## src/rtl/div_hilo.sv

```systemverilog
// rtl/div_hilo.sv - iterative 32-bit restoring divider with MIPS HI/LO registers
// Optional div_zero status output enabled by defining DIV_ZERO_FLAG_EN.
module div_hilo (
    input  logic        DIV_clk,
    input  logic        DIV_rst,
    input  logic        DIV_ena,
    input  logic        start,
    input  logic        is_signed,
    input  logic [31:0] dividend,
    input  logic [31:0] divisor,
    input  logic        mthi,
    input  logic        mtlo,
    input  logic [31:0] wdata,
    output logic [31:0] HI,
    output logic [31:0] LO,
    output logic        busy,
    output logic        done
`ifdef DIV_ZERO_FLAG_EN
    ,
    output logic        div_zero
`endif
);

    typedef enum logic [1:0] {
        S_IDLE  = 2'd0,
        S_CALC  = 2'd1,
        S_FIXUP = 2'd2
    } state_t;

    state_t      r_state;
    state_t      w_next;

    logic [4:0]  r_cnt;
    logic [32:0] r_rem;
    logic [31:0] r_quo;
    logic [31:0] r_dvs;
    logic        r_sign_q;
    logic        r_sign_r;
    logic [31:0] r_hi;
    logic [31:0] r_lo;
    logic        r_done;

    logic        w_a_neg;
    logic        w_b_neg;
    logic [31:0] w_a_abs;
    logic [31:0] w_b_abs;
    logic [32:0] w_shift;
    logic [32:0] w_dvs_ext;
    logic        w_ge;
    logic [32:0] w_sub;

    assign w_a_neg   = is_signed & dividend[31];
    assign w_b_neg   = is_signed & divisor[31];
    assign w_a_abs   = w_a_neg ? (~dividend + 32'd1) : dividend;
    assign w_b_abs   = w_b_neg ? (~divisor + 32'd1) : divisor;

    // Quotient register doubles as the dividend shift source: its MSB feeds the remainder.
    assign w_shift   = {r_rem[31:0], r_quo[31]};
    assign w_dvs_ext = {1'b0, r_dvs};
    assign w_ge      = (w_shift >= w_dvs_ext);
    assign w_sub     = w_shift - w_dvs_ext;

    always_comb begin
        w_next = r_state;
        case (r_state)
            S_IDLE:  if (start) w_next = S_CALC;
            S_CALC:  if (r_cnt == 5'd31) w_next = S_FIXUP;
            S_FIXUP: w_next = S_IDLE;
            default: w_next = S_IDLE;
        endcase
    end

    always_ff @(posedge DIV_clk) begin
        if (DIV_rst) begin
            r_state <= S_IDLE;
        end else if (DIV_ena) begin
            r_state <= w_next;
        end
    end

`ifdef DIV_ZERO_FLAG_EN
    logic r_div_zero;

    always_ff @(posedge DIV_clk) begin
        if (DIV_rst) begin
            r_div_zero <= 1'b0;
        end else if (DIV_ena) begin
            if (r_state == S_IDLE && start) begin
                r_div_zero <= 1'b0;
            end else if (r_state == S_FIXUP) begin
                r_div_zero <= (r_dvs == 32'd0);
            end
        end
    end

    assign div_zero = r_div_zero;
`endif

    always_ff @(posedge DIV_clk) begin
        if (DIV_rst) begin
            r_cnt    <= 5'd0;
            r_rem    <= 33'd0;
            r_quo    <= 32'd0;
            r_dvs    <= 32'd0;
            r_sign_q <= 1'b0;
            r_sign_r <= 1'b0;
            r_hi     <= 32'd0;
            r_lo     <= 32'd0;
            r_done   <= 1'b0;
        end else if (DIV_ena) begin
            r_done <= 1'b0;
            case (r_state)
                S_IDLE: begin
                    if (mthi) r_hi <= wdata;
                    if (mtlo) r_lo <= wdata;
                    if (start) begin
                        r_sign_q <= w_a_neg ^ w_b_neg;
                        r_sign_r <= w_a_neg;
                        r_quo    <= w_a_abs;
                        r_dvs    <= w_b_abs;
                        r_rem    <= 33'd0;
                        r_cnt    <= 5'd0;
                    end
                end
                S_CALC: begin
                    r_rem <= w_ge ? w_sub : w_shift;
                    r_quo <= {r_quo[30:0], w_ge};
                    r_cnt <= r_cnt + 5'd1;
                end
                S_FIXUP: begin
                    r_lo   <= r_sign_q ? (~r_quo + 32'd1) : r_quo;
                    r_hi   <= r_sign_r ? (~r_rem[31:0] + 32'd1) : r_rem[31:0];
                    r_done <= 1'b1;
                end
                default: ;
            endcase
        end
    end

    assign HI   = r_hi;
    assign LO   = r_lo;
    assign busy = (r_state != S_IDLE);
    assign done = r_done;

endmodule

```

## config.mk

```make
export PLATFORM = sky130hd
export DESIGN_NAME = div_hilo
export DESIGN_NICKNAME = d
export VERILOG_FILES = /design/src/rtl/div_hilo.sv
export SDC_FILE = /design/constraint.sdc
export NUM_CORES = 1
export LEC_CHECK = 0
export ABC_CLOCK_PERIOD_IN_PS = 8300
export CAP_MARGIN = 20
export CORE_UTILIZATION = 41
export CTS_CLUSTER_SIZE = 14
export DETAILED_ROUTE_END_ITERATION = 6
export HOLD_SLACK_MARGIN = 0.02
export PLACE_DENSITY = 0.62
export SYNTH_ARGS = -nofsm -noshare
export SYNTH_HDL_FRONTEND = slang
export SYNTH_SLANG_ARGS = --single-unit
```

## constraint.sdc

```tcl
create_clock -name DIV_clk -period 8.3 [get_ports DIV_clk]
set_input_delay 2.49 -clock DIV_clk [delete_from_list [all_inputs] [get_ports DIV_clk]]
set_output_delay 2.49 -clock DIV_clk [all_outputs]
set_load 0.01 [all_outputs]
```

==> impl_metrics.ini <==
[outcome]
outcome = finished with violations
violations = DRC

[die]
rows = 59
core_mm2 = 0.0262
start_util_pct = 42.0
chipHeight_um = 166
die_x_um = 166
io_pins = 169
die_area_mm2 = 0.0275

[synthesis]
yosysWarnings = 0
synth_mux_area_share_pct = 0.921
synth_fa_ha_area_share_pct = 4.50
yosys.cell_types.count = 55
netlist_area_mm2 = 0.0110
synth_compound_area_share_pct = 28.5
synth-main-ff-cell = dfxtp_1
async_flop_share_pct = 0
synth-edff-count = 0
ys_ff_latch = 170
syn_inst = 1459
yosys.area_share.simple_pct = 17.9
synth_top_family_by_area = compound AO/OA/AOI/OAI gates
synth_xor_area_share_pct = 11.3
synth.avg_cell_area_um2 = 7.54
syn-num-nets = 1601
ys_seq_area_share_pct = 30.9

[cts]
cts_buffer_depth = 2
hold_buffers = 0
worst_setup_hold_path_clk_slew_ns = 0.07
insertion_delay_ns = 0.44
cts_tree = done
cts_resized = 0
cts-root-buf = clkbuf_16
htreeDepth = 4
cts_setup_buffers = 0
cts-buffers-inserted = 17
cts_sinks = 170

[routing]
vias = 11000
firstDrtPassIters = 7
drtIter0Drc = 917
routedWlPerCell_um = 18.3
wl_um = 35000
drc_errors = 13
drtAntennaViolNets = 0
drt-vias-per-instance = 5.74

[sta]
fin_tns_setup_ns = 0
worst_slew_pin_slew_ns = 1.03
period_needed_ns = 5.23
relSlewSlack_pct = 31.5
finalSetupViolCount = 0
fmax_ghz = 0.191
fin_crit_sh_pct = 63.0
slew_viol_final = 0
finalHoldViolations = 0
finClkSkew_ns = 0.0181
grt_setup_unrepaired = no

[placed_design]
dpl_cell_area_mm2 = 0.0129
port_buffers = 168
dp_cells = 1879
hpwl_um = 26200
place_congestion = 0.895

[finish]
fillCellCount = 2567
synthToLayoutAreaGrowth_pct = 22.8
num_antenna_cells = 0
final_cells = 1913
drive_gt1_share_pct = 3.87
mostFrequentLayoutCells = 218 x nor2_1, 170 x dfxtp_1, 167 x clkdlybuf4s50_1, 158 x a21oi_1, 95 x nand2_1
layout_commonest_cell = nor2_1
final_cell_area_mm2 = 0.0135
nNetsFinal = 1707

[setup_path]
crit_type = input port to flop
cpPeakStageDelay_ns = 0.58
worst-endpoint-required_ns = 8.67
worstPathMaxFanout = 5
arrival_ns = 5.61
cp-end-kind = flop
critPathLaunchType = input port
cpMaxStageDelayCell = or4_1
path_cells = clkdlybuf4s50_1 -> or4_1 -> or4_1 -> nor3_1 -> nand2b_1 -> o41ai_1 -> xor2_1 -> a221oi_1 -> a21oi_1 -> nor2_1
cp_common_cell = or4_1

[global_routing]
antenna_found_initial = 0
grt_max_degree = 84
grt_use_total_pct = 25.1
overflow = 0
grt_pass1_vias = 10000
grt_pass1_wl_um = 55700

[pwr]
p_leak_nw = 4.97
power_density_mw_per_mm2 = 168
vdd_drop_max_uv = 96.8

[run]
cap_violations = 0

[worst_hold_path]
hp-class = flop to flop
## worst max-delay path, delay by kind of cell
family          cells  cell delay [ns]
compound gates      3             0.75
xor+xnor            1             0.11
buf+inv             1             0.45
simple gates        5             1.79
## Yosys cell counts (all sizes together), types with 9 or more instances
cell type | n | share of area, %
inv | 80 | 2.7
mux2i | 9 | 0.82
nand4 | 15 | 0.85
o21ai | 77 | 3.5
nor3 | 25 | 1.1
nor2 | 220 | 7.5
o41ai | 18 | 1.4
nor4 | 12 | 0.68
dfxtp | 170 | 31
a221oi | 29 | 2.3
a21oi | 158 | 7.2
xnor2 | 67 | 5.3
o31ai | 28 | 2.0
a32oi | 17 | 1.4
a21o | 15 | 1.0
xor2 | 75 | 6.0
nand2 | 95 | 3.2
or4 | 17 | 1.3
nand3 | 21 | 0.96
or3 | 13 | 0.74
clkbuf | 87 | 3.0
ha | 38 | 4.3
a211oi | 94 | 6.4
## final timing paths
check,slack [ns],startpoint,end,cells after the start
worst max register to register,4.20,r_rem[3],r_rem[27],11
worst max-delay path,3.07,dividend[8],r_quo[28],10
worst min register to register,0.46,r_dvs[15],r_dvs[15],2
worst min-delay path,0.46,r_dvs[15],r_dvs[15],2
## cells by family (layout without fill, tap and decap cells)
group                      after synthesis  count (layout)
AOI/OAI and AO/OA                      480             480
buffers and inverters                  174             293
xor gates and xnor gates               142             142
muxes                                   10              10
adders and majority gates               39              39
DFF                                    170             170
and+or+nand+nor                        444             444
## layout make-up
cell class / instances / area [um2] / area share, %
clock inverters: 13 / 149 / 1.10
well taps: 335 / 419 / 3.10
repair buffers: 181 / 1810 / 13.4
multi-input cells: 1115 / 6990 / 51.7
clock buffers: 19 / 443 / 3.28
inverters: 80 / 300 / 2.22
flip-flops and latches: 170 / 3400 / 25.2
## layer usage
| layer | up-vias | track usage [%] | part of all wire (%) |
|---|---|---|---|
| met4 | 0 | 6.95 | 1.8 |
| met2 | 354 | 38.6 | 43 |
| met5 | - | 0 | 0 |
| met1 | 5109 | 36.2 | 50 |
| li1 | 5473 | - | - |
| met3 | 42 | 3.79 | 5.1 |
## through the flow
| step | setup slack, ns | utilization, % | power, W | hold slack (ns) |
|---|---|---|---|---|
| final | 3.07 | 51.6 | 0.00227 | 0.457 |
| after global routing | 2.74 | 51.6 | 0.00237 | 0.487 |
| after CTS | 3.09 | 51.4 | 0.00227 | 0.461 |
| after detailed placement | 2.65 | 49.1 | 0.00147 | 0.450 |
| after global placement | 2.70 | 49.1 | 0.00146 | 0.443 |
| after floorplan | 3.40 | - | 0.00126 | 0.432 |
## registers in the layout, summed over array words and instances, names as in the netlist
signal	count
r_sign_q	1
r_quo	32
HI	32
LO	32
r_sign_r	1
done	1
r_cnt	5
r_state	2
r_rem	32
r_dvs	32
## where the power goes
group          internal [W]  switching [W]  leakage, nW
clock              0.000412       0.000395        0.290
combinational      0.000233       0.000333         3.30
sequential         0.000860      0.0000338         1.39
No activity file was read; power rests on OpenSTA's default activity.
